`config.mk`:
```
export PLATFORM = sky130hd
export DESIGN_NAME = proc_datapath
export DESIGN_NICKNAME = d
export VERILOG_FILES = /design/src/rtl/proc_pkg.sv /design/src/rtl/proc_alu.sv /design/src/rtl/proc_datapath.sv
export SDC_FILE = /design/constraint.sdc
export NUM_CORES = 1
export LEC_CHECK = 0
export ABC_AREA = 1
export CORE_ASPECT_RATIO = 0.5
export CORE_MARGIN = 1.5
export CORE_UTILIZATION = 50
export CTS_CLUSTER_DIAMETER = 50
export DETAILED_ROUTE_END_ITERATION = 7
export PLACE_DENSITY = 0.8
export SYNTH_ARGS = -nofsm -noshare
export SYNTH_HDL_FRONTEND = slang
export SYNTH_SLANG_ARGS = --single-unit
```
`constraint.sdc`:
```
create_clock -name clk -period 5.3 [get_ports clk]
set_input_delay 1.06 -clock clk [delete_from_list [all_inputs] [get_ports clk]]
set_output_delay 1.06 -clock clk [all_outputs]
set_load 0.05 [all_outputs]
```
`src/rtl/proc_pkg.sv`:
```
// Shared definitions for the 8-bit accumulator processor: ALU function codes and default widths.
// Imported by the datapath, its ALU and the instruction decoder.
package proc_pkg;

    localparam int unsigned DW_DEFAULT = 8;
    localparam int unsigned AW_DEFAULT = 4;

    typedef logic [4:0] alu_op_t;

    localparam alu_op_t ALU_ADD    = 5'b00000;
    localparam alu_op_t ALU_AND    = 5'b00001;
    localparam alu_op_t ALU_PASS_A = 5'b00010;
    localparam alu_op_t ALU_PASS_B = 5'b00011;
    localparam alu_op_t ALU_SUB    = 5'b01100;
    localparam alu_op_t ALU_INC    = 5'b10100;

endpackage

```
`src/rtl/proc_alu.sv`:
```
// Combinational ALU: result, carry/borrow and zero flag for the accumulator processor.
// Unknown function codes produce a zero result with no carry.
module proc_alu
    import proc_pkg::*;
#(
    parameter int unsigned DW = DW_DEFAULT
) (
    input  logic [DW-1:0] a,
    input  logic [DW-1:0] b,
    input  alu_op_t       op,
    output logic [DW-1:0] result,
    output logic          carry,
    output logic          zero
);

    logic [DW:0] wide;

    always_comb begin
        wide   = '0;
        result = '0;
        carry  = 1'b0;
        case (op)
            ALU_ADD: begin
                wide   = {1'b0, a} + {1'b0, b};
                result = wide[DW-1:0];
                carry  = wide[DW];
            end
            ALU_SUB: begin
                // The extra top bit of the difference is the unsigned borrow.
                wide   = {1'b0, a} - {1'b0, b};
                result = wide[DW-1:0];
                carry  = wide[DW];
            end
            ALU_INC: begin
                wide   = {1'b0, a} + {{DW{1'b0}}, 1'b1};
                result = wide[DW-1:0];
                carry  = wide[DW];
            end
            ALU_AND:    result = a & b;
            ALU_PASS_A: result = a;
            ALU_PASS_B: result = b;
            default: begin
                result = '0;
                carry  = 1'b0;
            end
        endcase
    end

    assign zero = (result == '0);

endmodule

```
`src/rtl/proc_datapath.sv`:
```
// Accumulator processor datapath: IR, PC, ACC and output-port registers, operand/address muxes
// and the ALU, obeying the decoder's control word every cycle.
module proc_datapath
    import proc_pkg::*;
#(
    parameter int unsigned DW = DW_DEFAULT,
    parameter int unsigned AW = AW_DEFAULT
) (
    input  logic          clk,
    input  logic          clr,
    input  alu_op_t       alu,
    input  logic          muxa,
    input  logic          muxb,
    input  logic          muxc,
    input  logic          rw,
    input  logic          en_ir,
    input  logic          en_da,
    input  logic          en_pc,
    output logic [DW-1:0] ir,
    output logic          carry,
    output logic          zero,
    output logic [AW-1:0] mem_addr,
    input  logic [DW-1:0] mem_rdata,
    output logic [DW-1:0] mem_wdata,
    output logic          mem_we,
    input  logic [DW-1:0] in_port,
    output logic [DW-1:0] out_port,
    output logic          out_strobe
);

    logic [DW-1:0] ir_q;
    logic [AW-1:0] pc_q;
    logic [DW-1:0] acc_q;
    logic [DW-1:0] out_q;
    logic          strobe_q;

    logic [AW-1:0] operand;
    logic [DW-1:0] alu_a;
    logic [DW-1:0] alu_b;
    logic [DW-1:0] result;
    logic          port_we;

    assign operand = ir_q[AW-1:0];
    assign port_we = rw & muxc;

    always_comb begin
        alu_a = muxa ? {{(DW-AW){1'b0}}, pc_q} : acc_q;
        if (muxc) begin
            alu_b = in_port;
        end else if (muxb) begin
            alu_b = mem_rdata;
        end else begin
            alu_b = {{(DW-AW){1'b0}}, operand};
        end
    end

    proc_alu #(
        .DW (DW)
    ) u_alu (
        .a      (alu_a),
        .b      (alu_b),
        .op     (alu),
        .result (result),
        .carry  (carry),
        .zero   (zero)
    );

    always_ff @(posedge clk) begin
        if (clr) begin
            ir_q     <= '0;
            pc_q     <= '0;
            acc_q    <= '0;
            out_q    <= '0;
            strobe_q <= 1'b0;
        end else begin
            if (en_ir) ir_q  <= mem_rdata;
            if (en_da) acc_q <= result;
            if (en_pc) pc_q  <= result[AW-1:0];
            if (port_we) out_q <= result;
            strobe_q <= port_we;
        end
    end

    // Fetch addresses memory by PC; every other access uses the IR operand.
    assign mem_addr   = en_ir ? pc_q : operand;
    assign mem_wdata  = acc_q;
    assign mem_we     = rw & ~muxc;
    assign ir         = ir_q;
    assign out_port   = out_q;
    assign out_strobe = strobe_q;

endmodule
```
==> results.sh <==
export IMPL_powerDensity_nw_per_um2=199
export IMPL_hold_viol=0
export IMPL_holdPathEnd="ir[6]"
export IMPL_status="completed"
export IMPL_crit_fanout=15
export IMPL_worst_ep_required_time_ps=4240
export IMPL_drv_cap=0
export IMPL_fin_crit_sh_pct=94.8
export IMPL_syn_to_final_growth_pct=28.2
export IMPL_fmax_mhz=199
export IMPL_worst_setup_path_start_kind="primary input"
export IMPL_setup_tns_final_ps=0
export IMPL_worst_pin_slew_ps=554
export IMPL_yosysTopAreaCellShare_pct=21.7
export IMPL_p_leak_uw=0.00174
export IMPL_fill_cells=483
export IMPL_worstPathCellList="clkdlybuf4s50_1 -> inv_4 -> or2_0 -> nand2_1 -> inv_1 -> ha_1 -> inv_1 -> fa_1 -> xnor2_1 -> nor2_1 -> nor2_1 -> nand2_1 -> nor2_2 -> nand3_1 -> nor2_1 -> nand3_1 -> nor2_1 -> buf_12"
export IMPL_place_area_um2=3340
export IMPL_cp_num_buf_inv=5
export IMPL_ys_ff_latch=29
export IMPL_grt_max_degree=22
export IMPL_rows=18
export IMPL_cts_buffer_depth=2
export IMPL_seq_area_frac_synth_pct=21.7
export IMPL_fin_area_um2=3430
export IMPL_antenna_found_initial=0
export IMPL_min_period_ps=5020
export IMPL_dp_hpwl_um=6230
export IMPL_endpoint_kind="output port"
export IMPL_firstDrtPassIters=5
export IMPL_syn_area_um2=2670
export IMPL_start_util_pct=53.0
export IMPL_avgViaCountPerCell=5.17
export IMPL_die_w_um=106
export IMPL_route_detailed_drc=0
export IMPL_drt_iter0_markers=232
export IMPL_yosysTopAreaCell="dfxtp_1"
export IMPL_cts_buffers=5
export IMPL_synth_fp_nets=498
export IMPL_diodes=0
export IMPL_ys_top_cells_by_count="nand2_1 (111), inv_1 (69), nand3_1 (47)"
export IMPL_ys_warn_count=0
export IMPL_grt_ovfl_total=0
export IMPL_synth_area_per_cell_um2=5.98
export IMPL_cts_sinks=29
export IMPL_slowest_stage="clkdlybuf4s50_1"
export IMPL_gp_congestion=0.915
export IMPL_drtAntennaViolNets=0
export IMPL_synth_area_leaders="dfxtp_1 (22%), nand2_1 (16%), inv_1 (9.7%)"
export IMPL_fp_dieArea_um2=5820
export IMPL_ir_drop_mv=0.216
export IMPL_reg2reg_depth=17
export IMPL_min_from="ir[6]"
export IMPL_synth_cells=447
export IMPL_holdPathStages=2
export IMPL_cp_arrival_ps=3960
export IMPL_clock_latency_ps=280
export IMPL_reg2reg_slack_ps=2850
export IMPL_synth_edf_count=0
export IMPL_portBuffers=61
export IMPL_cp_common_cell="nor2_1"
export IMPL_setup_viol=0
export IMPL_tritoncts="done"
export IMPL_postCtsSetupBuffers=0
export IMPL_grt_pass1_vias=2436
export IMPL_nets=556
export IMPL_wl_um=7610
export IMPL_grt_pass1_wl_um=12100
export IMPL_r2r_start="ir[0]"
export IMPL_ys_flop_type="dfxtp_1"
export IMPL_layout_drive_gt1_share_pct=7.71
export IMPL_crit_type="in -> out"
export IMPL_core_um2=5040
export IMPL_r2r_end="out_port[4]"
export IMPL_clock_skew_final_ps=6.50
export IMPL_grt_usage_pct=27.0
export IMPL_hold_path_class="reg -> reg"
export IMPL_max_stage_delay_ps=510
export IMPL_drt_wirelength_per_cell_um=13.2
export IMPL_clockRootBuffer="clkbuf_8"
export IMPL_chipHeight_um=54.7
export IMPL_ios=62
export IMPL_max_slew_margin_pct=63.0
export IMPL_yosysUniqueCellTypes=35
export IMPL_slew_violations=0
export IMPL_synth_most_common_cell="nand2_1"
export IMPL_cp_top_family="buffers and inverters"
export IMPL_rsz0062_at_grt="false"
export IMPL_synthArstFlopShare_pct=0
export IMPL_clk_pin_slew_ps=50
export IMPL_cts_max_level=2
export IMPL_num_vias=2976
==> where the power goes <==
part | internal (uW) | switching, uW
clock network | 90.6 | 79.6
registers | 231 | 9.69
logic | 98.2 | 173
==> placed cells by master (no fill, tap or decap), drive strengths merged <==
cell	synthesis	routed
ha	19	19
o21ai	30	30
nand3	48	48
fa	2	2
dfxtp	29	29
buf	6	4
o22ai	2	2
o21a	3	3
o211ai	9	9
clkbuf	6	6
clkdlybuf4s50	0	57
inv	75	75
dlymetal6s2s	0	2
and2	1	1
nand2	118	118
nor2	53	53
clkinv	2	4
nand4	8	8
or2	4	4
xnor2	1	1
nand3b	1	1
a21oi	29	29
nor3	1	1
==> metal layers <==
| metal | share of wire (%) | vias up | GRT usage [%] |
|---|---|---|---|
| met1 | 52 | 1299 | 41.4 |
| met3 | 8.0 | 8 | 3.93 |
| li1 | - | 1553 | - |
| met5 | 0 | - | 0 |
| met4 | 0.50 | 0 | 5.11 |
| met2 | 40 | 116 | 39.7 |
==> sequential cells by signal (all words and copies together) (netlist names) <==
register    flops
ir              8
mem_wdata       8
out_port        8
pc_q            4
out_strobe      1
==> worst max path at each step <==
stage,from,end,slack [ps],cells after the start
after floorplan,muxb,zero,730,18
after global placement,muxa,zero,280,16
after CTS,muxb,zero,240,19
after global routing,muxc,zero,7,18
after detailed placement,muxb,zero,250,19
final,muxc,zero,280,18
==> repair_timing <==
item | CTS | global route
hold buffers | 0 | 0
resized for setup | 0 | 3
setup endpoints to repair | 0 | 1
==> final cells by class <==
class | instances | area [um2] | share of cell area (%)
multi-input combinational | 329 | 1730 | 50.5
inverter | 77 | 294 | 8.58
sequential | 29 | 581 | 16.9
timing repair buffer | 63 | 651 | 19.0
tap | 70 | 87.6 | 2.55
clock inverter | 2 | 10.0 | 0.292
clock buffer | 6 | 72.6 | 2.12
==> worst min-delay path: stages (launching register included) <==
cell     delay (ps)
dfxtp_1         320
o21ai_0          70
nor2_1           80
==> per-stage QoR <==
step | total power (uW) | setup slack (ps) | hold WS [ps] | util, % | std cells
finish | 682 | 276 | 504 | 68.0 | 576
global route | 722 | 7.02 | 532 | 68.0 | 576
CTS | 683 | 239 | 508 | 67.8 | 576
detailed placement | 513 | 251 | 487 | 66.2 | 568
global placement | 511 | 278 | 490 | 66.2 | 568
floorplan | 424 | 735 | 470 | - | 447
==> kinds of logic after synthesis <==
group	after synthesis	synth area share (%)
AND/OR/NAND/NOR	234	38.7
buffers and inverters	89	13.5
XOR/XNOR	1	0.328
flip-flops	29	21.7
AO/OA/AOI/OAI	73	15.4
adder cells (fa/ha/maj)	21	10.4
Note: power is estimated with default switching activity, not from simulation.
